==> src/rtl/sm_control_debounce_pkg.sv <==
`default_nettype none
// ============================================================================
//  Module      : sm_control_debounce_pkg
//  Description : Shared definitions for the sm_* control conditioning path:
//                2-bit debounce FSM state encodings and the default
//                debounce/synchronizer depths used across sm_* blocks.
//  Revision    : 1.0 - initial release
// ============================================================================
package sm_control_debounce_pkg;

    // Debounce FSM encodings. All four codes are in use.
    localparam logic [1:0] STABLE_LOW  = 2'd0;
    localparam logic [1:0] WAIT_HIGH   = 2'd1;
    localparam logic [1:0] STABLE_HIGH = 2'd2;
    localparam logic [1:0] WAIT_LOW    = 2'd3;

    // Defaults shared by every sm_* instance and bench.
    localparam int DEBOUNCE_CYCLES_DEF = 4;
    localparam int SYNC_STAGES_DEF     = 2;
    localparam int GLITCH_W_DEF        = 8;

endpackage
`default_nettype wire

==> src/rtl/sm_control_debounce_if.sv <==
`default_nettype none
// ============================================================================
//  Module      : sm_control_debounce_if
//  Description : Signal bundle between the raw control pin and the
//                debounced control outputs.
//                  raw_in       : asynchronous raw input (pin side)
//                  control      : debounced level
//                  control_rise : one-cycle strobe on 0->1 of control
//                  control_fall : one-cycle strobe on 1->0 of control
//                  glitch_cnt   : saturating count of aborted level changes
//                master = pin/consumer side, slave = debouncer.
//  Revision    : 1.0 - initial release
// ============================================================================
interface sm_control_debounce_if #(
    parameter int GLITCH_W = 8
) ();
    logic                raw_in;
    logic                control;
    logic                control_rise;
    logic                control_fall;
    logic [GLITCH_W-1:0] glitch_cnt;

    modport master (
        output raw_in,
        input  control,
        input  control_rise,
        input  control_fall,
        input  glitch_cnt
    );

    modport slave (
        input  raw_in,
        output control,
        output control_rise,
        output control_fall,
        output glitch_cnt
    );
endinterface
`default_nettype wire

==> src/rtl/sm_control_debounce_sync.sv <==
`default_nettype none
// ============================================================================
//  Module      : sm_sync
//  Description : Reset-to-0 flop chain that brings an asynchronous input
//                into the clk domain.
//                  clk   : system clock
//                  reset : synchronous active-high reset
//                  d     : asynchronous input
//                  q     : synchronized output (last stage)
//  Revision    : 1.0 - initial release
// ============================================================================
module sm_sync #(
    parameter int STAGES = 2
) (
    input  wire logic clk,
    input  wire logic reset,
    input  wire logic d,
    output logic      q
);

    logic [STAGES-1:0] r_chain;

    always_ff @(posedge clk) begin
        if (reset) begin
            r_chain <= '0;
        end else begin
            r_chain <= {r_chain[STAGES-2:0], d};
        end
    end

    assign q = r_chain[STAGES-1];

endmodule
`default_nettype wire

==> src/rtl/sm_control_debounce.sv <==
`default_nettype none
// ============================================================================
//  Module      : sm_control_debounce
//  Description : Synchronizes and debounces a raw control pin. A new level
//                is accepted after DEBOUNCE_CYCLES consecutive synchronized
//                samples; shorter excursions are counted as glitches.
//                  clk   : system clock
//                  reset : synchronous active-high reset
//                  bus   : slave side of sm_control_debounce_if
//                          (raw_in in; control, strobes, glitch_cnt out)
//  Revision    : 1.0 - initial release
// ============================================================================
module sm_control_debounce
    import sm_control_debounce_pkg::*;
#(
    parameter int DEBOUNCE_CYCLES = DEBOUNCE_CYCLES_DEF,
    parameter int SYNC_STAGES     = SYNC_STAGES_DEF,
    parameter int GLITCH_W        = GLITCH_W_DEF
) (
    input  wire logic            clk,
    input  wire logic            reset,
    sm_control_debounce_if.slave bus
);

    localparam int CNT_W = $clog2(DEBOUNCE_CYCLES + 1);

    // The sample that enters WAIT_* already counts as the first, so the
    // level is accepted when the count shows DEBOUNCE_CYCLES-1 earlier hits.
    localparam logic [CNT_W-1:0]    c_cnt_last  = CNT_W'(DEBOUNCE_CYCLES - 1);
    localparam logic [CNT_W-1:0]    c_cnt_one   = CNT_W'(1);
    localparam logic [GLITCH_W-1:0] c_glitch_max = '1;

    logic                w_s;
    logic [1:0]          r_state;
    logic [1:0]          w_state_nxt;
    logic [CNT_W-1:0]    r_cnt;
    logic [CNT_W-1:0]    w_cnt_nxt;
    logic                r_control;
    logic                w_control_nxt;
    logic                r_rise;
    logic                w_rise_nxt;
    logic                r_fall;
    logic                w_fall_nxt;
    logic [GLITCH_W-1:0] r_glitch;
    logic                w_glitch_inc;

    sm_sync #(
        .STAGES (SYNC_STAGES)
    ) u_sync (
        .clk   (clk),
        .reset (reset),
        .d     (bus.raw_in),
        .q     (w_s)
    );

    // State and registered outputs
    always_ff @(posedge clk) begin
        if (reset) begin
            r_state   <= STABLE_LOW;
            r_cnt     <= '0;
            r_control <= 1'b0;
            r_rise    <= 1'b0;
            r_fall    <= 1'b0;
            r_glitch  <= '0;
        end else begin
            r_state   <= w_state_nxt;
            r_cnt     <= w_cnt_nxt;
            r_control <= w_control_nxt;
            r_rise    <= w_rise_nxt;
            r_fall    <= w_fall_nxt;
            if (w_glitch_inc && (r_glitch != c_glitch_max)) begin
                r_glitch <= r_glitch + GLITCH_W'(1);
            end
        end
    end

    // Next-state
    always_comb begin
        w_state_nxt = STABLE_LOW;
        case (r_state)
            STABLE_LOW:  w_state_nxt = w_s ? WAIT_HIGH : STABLE_LOW;
            WAIT_HIGH: begin
                if (!w_s)                     w_state_nxt = STABLE_LOW;
                else if (r_cnt == c_cnt_last) w_state_nxt = STABLE_HIGH;
                else                          w_state_nxt = WAIT_HIGH;
            end
            STABLE_HIGH: w_state_nxt = w_s ? STABLE_HIGH : WAIT_LOW;
            WAIT_LOW: begin
                if (w_s)                      w_state_nxt = STABLE_HIGH;
                else if (r_cnt == c_cnt_last) w_state_nxt = STABLE_LOW;
                else                          w_state_nxt = WAIT_LOW;
            end
            default:     w_state_nxt = STABLE_LOW;
        endcase
    end

    // Output / datapath next values. The counter defaults to zero so it is
    // cleared on every state entry except the explicit WAIT_* entries.
    always_comb begin
        w_cnt_nxt     = '0;
        w_control_nxt = 1'b0;
        w_rise_nxt    = 1'b0;
        w_fall_nxt    = 1'b0;
        w_glitch_inc  = 1'b0;
        case (r_state)
            STABLE_LOW: begin
                w_control_nxt = 1'b0;
                if (w_s) w_cnt_nxt = c_cnt_one;
            end
            WAIT_HIGH: begin
                w_control_nxt = 1'b0;
                if (!w_s) begin
                    w_glitch_inc = 1'b1;
                end else if (r_cnt == c_cnt_last) begin
                    w_control_nxt = 1'b1;
                    w_rise_nxt    = 1'b1;
                end else begin
                    w_cnt_nxt = r_cnt + c_cnt_one;
                end
            end
            STABLE_HIGH: begin
                w_control_nxt = 1'b1;
                if (!w_s) w_cnt_nxt = c_cnt_one;
            end
            WAIT_LOW: begin
                w_control_nxt = 1'b1;
                if (w_s) begin
                    w_glitch_inc = 1'b1;
                end else if (r_cnt == c_cnt_last) begin
                    w_control_nxt = 1'b0;
                    w_fall_nxt    = 1'b1;
                end else begin
                    w_cnt_nxt = r_cnt + c_cnt_one;
                end
            end
            default: begin
                w_control_nxt = 1'b0;
            end
        endcase
    end

    assign bus.control      = r_control;
    assign bus.control_rise = r_rise;
    assign bus.control_fall = r_fall;
    assign bus.glitch_cnt   = r_glitch;

endmodule
`default_nettype wire

==> src/flat_wrapper.sv <==
// flat-port wrapper written by rule: the top's interface ports become plain ports
module sm_control_debounce_flat import sm_control_debounce_pkg::*;
#(
    parameter int DEBOUNCE_CYCLES = DEBOUNCE_CYCLES_DEF,
    parameter int SYNC_STAGES     = SYNC_STAGES_DEF,
    parameter int GLITCH_W        = GLITCH_W_DEF
)
  (clk, reset, bus_raw_in, bus_control, bus_control_rise, bus_control_fall, bus_glitch_cnt);
  sm_control_debounce_if #(.GLITCH_W(GLITCH_W)) bus_i ();
  input  wire logic clk;
  input  wire logic reset;
  input wire logic [$bits(bus_i.raw_in)-1:0] bus_raw_in;
  output wire logic [$bits(bus_i.control)-1:0] bus_control;
  output wire logic [$bits(bus_i.control_rise)-1:0] bus_control_rise;
  output wire logic [$bits(bus_i.control_fall)-1:0] bus_control_fall;
  output wire logic [$bits(bus_i.glitch_cnt)-1:0] bus_glitch_cnt;
  assign bus_i.raw_in = bus_raw_in;
  assign bus_control = bus_i.control;
  assign bus_control_rise = bus_i.control_rise;
  assign bus_control_fall = bus_i.control_fall;
  assign bus_glitch_cnt = bus_i.glitch_cnt;
  sm_control_debounce #(.DEBOUNCE_CYCLES(DEBOUNCE_CYCLES), .SYNC_STAGES(SYNC_STAGES), .GLITCH_W(GLITCH_W)) u_core (.clk(clk), .reset(reset), .bus(bus_i));
endmodule
==> config.mk <==
export PLATFORM = sky130hd
export DESIGN_NAME = sm_control_debounce_flat
export DESIGN_NICKNAME = d
export VERILOG_FILES = /design/src/rtl/sm_control_debounce_pkg.sv /design/src/rtl/sm_control_debounce_if.sv /design/src/rtl/sm_control_debounce_sync.sv /design/src/rtl/sm_control_debounce.sv /design/src/flat_wrapper.sv
export SDC_FILE = /design/constraint.sdc
export NUM_CORES = 1
export LEC_CHECK = 0
export ABC_AREA = 1
export CORE_MARGIN = 4
export CORE_UTILIZATION = 35
export CTS_BUF_LIST = sky130_fd_sc_hd__clkbuf_8
export CTS_CLUSTER_DIAMETER = 80
export DETAILED_ROUTE_END_ITERATION = 8
export PLACE_DENSITY = 0.65
export SKIP_CTS_REPAIR_TIMING = 1
export SLEW_MARGIN = 20
export SYNTH_ARGS = -nofsm -noshare
export SYNTH_HDL_FRONTEND = slang
export SYNTH_HIERARCHICAL = 1
export SYNTH_SLANG_ARGS = --single-unit
==> constraint.sdc <==
create_clock -name clk -period 1.5 [get_ports clk]
set_clock_uncertainty 0.2 [all_clocks]
set_input_delay 0.3 -clock clk [delete_from_list [all_inputs] [get_ports clk]]
set_output_delay 0.3 -clock clk [all_outputs]
set_load 0.01 [all_outputs]
==> flow_summary.yaml <==
logic_synthesis:
  synth_area_leaders: "dfxtp_1, nand2_1, nand3_1, a21oi_1, inv_1"
  ys_seq_area_frac: 0.432
  syn_area_sq_um: 788
  synth_area_per_cell_sq_um: 7.37
  ys_ff_latch: 17
  synth_fp_nets: 112
  synth.distinct_cells: 20
  synth_top_cell_area_share: 0.432
  yosysWarnings: 6
  yosysTopAreaCell: "dfxtp_1"
  netlist_instances: 107
worst_setup_path:
  slowest_delay_ps: 350
  crit_chain: "buf_6, ha_4, nand2_2, nor2_2, nand3_4, nand2_4, nand2_1, a21oi_1"
  cp_max_fo: 8
  worstSetupPathType: "register to register"
  reg2regPathDepth: 8
  end_kind: "register"
  r2r_start: "u_core/bus.glitch_cnt[0]"
  arrival_ps: 1490
  crit_start: "u_core/bus.glitch_cnt[0]"
  critPathSlowestCell: "dfxtp_4"
  critPathLaunchType: "register"
  required_ps: 1470
timing:
  worst_slack_ps: -18.0
  setup_violations: 5
  finalSetupTns_ps: -34.8
  finalHoldViolations: 0
  drv_slew: 0
  fmax_mhz: 659
  max_slew_margin: 0.836
  grt_setup_unrepaired: "yes"
  fin_crit_sh: 1.01
  fin_crit_ps: 1520
  worst_pin_slew_ps: 246
clocking:
  tritoncts: "built"
  clockBufferDepth: 2
  clk_latency_ps: 240
  cts-root-buf: "clkbuf_8"
  path_clk_slew_ps: 70
  cts_buffers: 3
  cts.htree.levels: 1
  cts.sinks: 17
route:
  drtAntennaViolNets: 0
  route.detailed.drc: 0
  vias: 784
  wire_per_inst_um: 9.92
  drt_iter0_drc: 10
  first_pass_iters: 4
  drt-total-wl_mm: 1.58
  viasPerCell: 4.93
placed_design:
  gp_congestion: 0.851
  post-place-ws_ps: 0.641
  port_buffers: 13
  dpl.hpwl_mm: 1.13
  dpl_cell_area_sq_mm: 0.00101
floorplanning:
  fp.dieArea_sq_mm: 0.00308
  ios: 14
  dieWidth_um: 55.5
  start_util: 0.386
  die_h_um: 55.5
  coreArea_sq_mm: 0.00204
  placementRows: 16
final_layout:
  diodes: 0
  fill_cells: 206
  design_area_sq_mm: 0.00114
  nNetsFinal: 138
  synthToLayoutAreaGrowth_pct: 44.1
  post_route_cells_drive_above_1_share: 0.227
power:
  p_sw_uw: 169
  p_leak_nw: 0.644
  swShare: 0.206
  pwr-share-clk: 0.398
  intPower_uw: 653
  power_density_mw_per_mm2: 724
  share_seq_of_total_power: 0.558
  ir_drop_mv: 0.630
  p_comb_frac: 0.044
  finalPower_uw: 822
grt:
  grt_usage: 0.102
  grt_pass1_vias: 675
  grt_pass1_wl_mm: 2.62
  antenna_found_initial: 0
  gr-total-overflow: 0
  grt_max_degree: 13
run_status:
  violations: "negative setup slack"
  status: "complete, but fails checks"
flow_run:
  cap_violations: 0
min_path:
  hp-class: "register to register"
  worstHoldPathCells: 2
  worst_hold_startpoint: "u_core/u_sync/r_chain[0]"
## worst max-delay path: cells and delay by family, from the launching register on
kind / cells / cell delay [ps]
flops: 1 / 350
buf+inv: 1 / 100
fa+ha+maj: 1 / 130
simple gates: 5 / 550
compound gates: 1 / 110
## placed cells by master (no fill, tap or decap)
master and n:
dfxtp_1 14, nand4_1 4, nor4_1 2, nand3b_1 1
a21oi_1 6, a21oi_2 3, ha_4 1, xor2_1 1
buf_4 10, nand2_4 1, nor3_1 2, ha_1 1
o21ai_0 1, nand3_4 1, nor2_4 1, dfxtp_2 2
clkdlybuf4s50_1 2, nand3_2 1, buf_6 1, nor2_2 1
inv_2 1, inv_1 13, nand3_1 12, nor2_1 11
clkbuf_8 3, dlymetal6s2s_1 11, dfxtp_4 1, nand2_1 21
nand2_2 3
## layer usage
metal | track usage | vias up | wire, um
met3 | 0.0280 | 2 | 63
li1 | - | 398 | -
met1 | 0.115 | 367 | 642
met2 | 0.177 | 17 | 864
met5 | 0 | - | 0
met4 | 0.0417 | 0 | 7
## cells by family (layout without fill, tap and decap cells)
| logic type | after synthesis | count (layout) | share of synthesized area |
|---|---|---|---|
| AO/OA/AOI/OAI | 10 | 10 | 0.0635 |
| buffers and inverters | 16 | 41 | 0.0905 |
| XOR/XNOR | 1 | 1 | 0.0111 |
| AND/OR/NAND/NOR | 61 | 61 | 0.371 |
| flip-flops | 17 | 17 | 0.432 |
| adder cells (fa/ha/maj) | 2 | 2 | 0.0317 |
## area by class of cell
class	instances	area (sq um)	share of cell area
clock buffers	3	41.3	0.0363
clock inverters	1	3.75	0.00330
multi-input cells	74	418	0.368
inverters	13	48.8	0.0430
well taps	27	33.8	0.0297
flip-flops and latches	17	347	0.305
repair buffers	24	244	0.215
## sequential cells by signal (all words and copies together) (netlist names)
signal                   flops
u_core/bus.control_fall      1
u_core/bus.control_rise      1
u_core/bus.glitch_cnt        8
u_core/r_cnt                 3
u_core/r_state               2
u_core/u_sync/r_chain        2
## synthesized netlist by cell type (all sizes together)
cell and instances:
nor4 2, dfxtp 17, a21oi 9, ha 2, buf 2, nand4 4
xor2 1, nand3b 1, clkbuf 1, nor3 2, inv 13, o21ai 1
nand2 25, nand3 14, nor2 13
## power groups by stage
stage                     registers, mW  logic, mW  clock network, mW
after floorplan                   0.471     0.0173                  0
after global placement            0.470     0.0318                  0
after detailed placement          0.470     0.0321                  0
after CTS                         0.460     0.0322              0.339
after global routing              0.459     0.0400              0.355
final                             0.458     0.0361              0.327
## per-stage QoR
stage          hold WS, ps  utilization  std cells
2_1_floorplan          171            -        107
3_3_place_gp           194        0.493        154
3_5_place_dp           203        0.493        154
4_1_cts                213        0.515        158
5_1_grt                244        0.556        159
6_report               208        0.556        159
## final timing paths
kind              slack (ps)                        to
hold reg to reg          210  u_core/u_sync/r_chain[1]
hold / removal           210  u_core/u_sync/r_chain[1]
setup / recovery         -20  u_core/bus.glitch_cnt[0]
setup reg to reg         -20  u_core/bus.glitch_cnt[0]
Note: power is estimated with default switching activity, not from simulation.
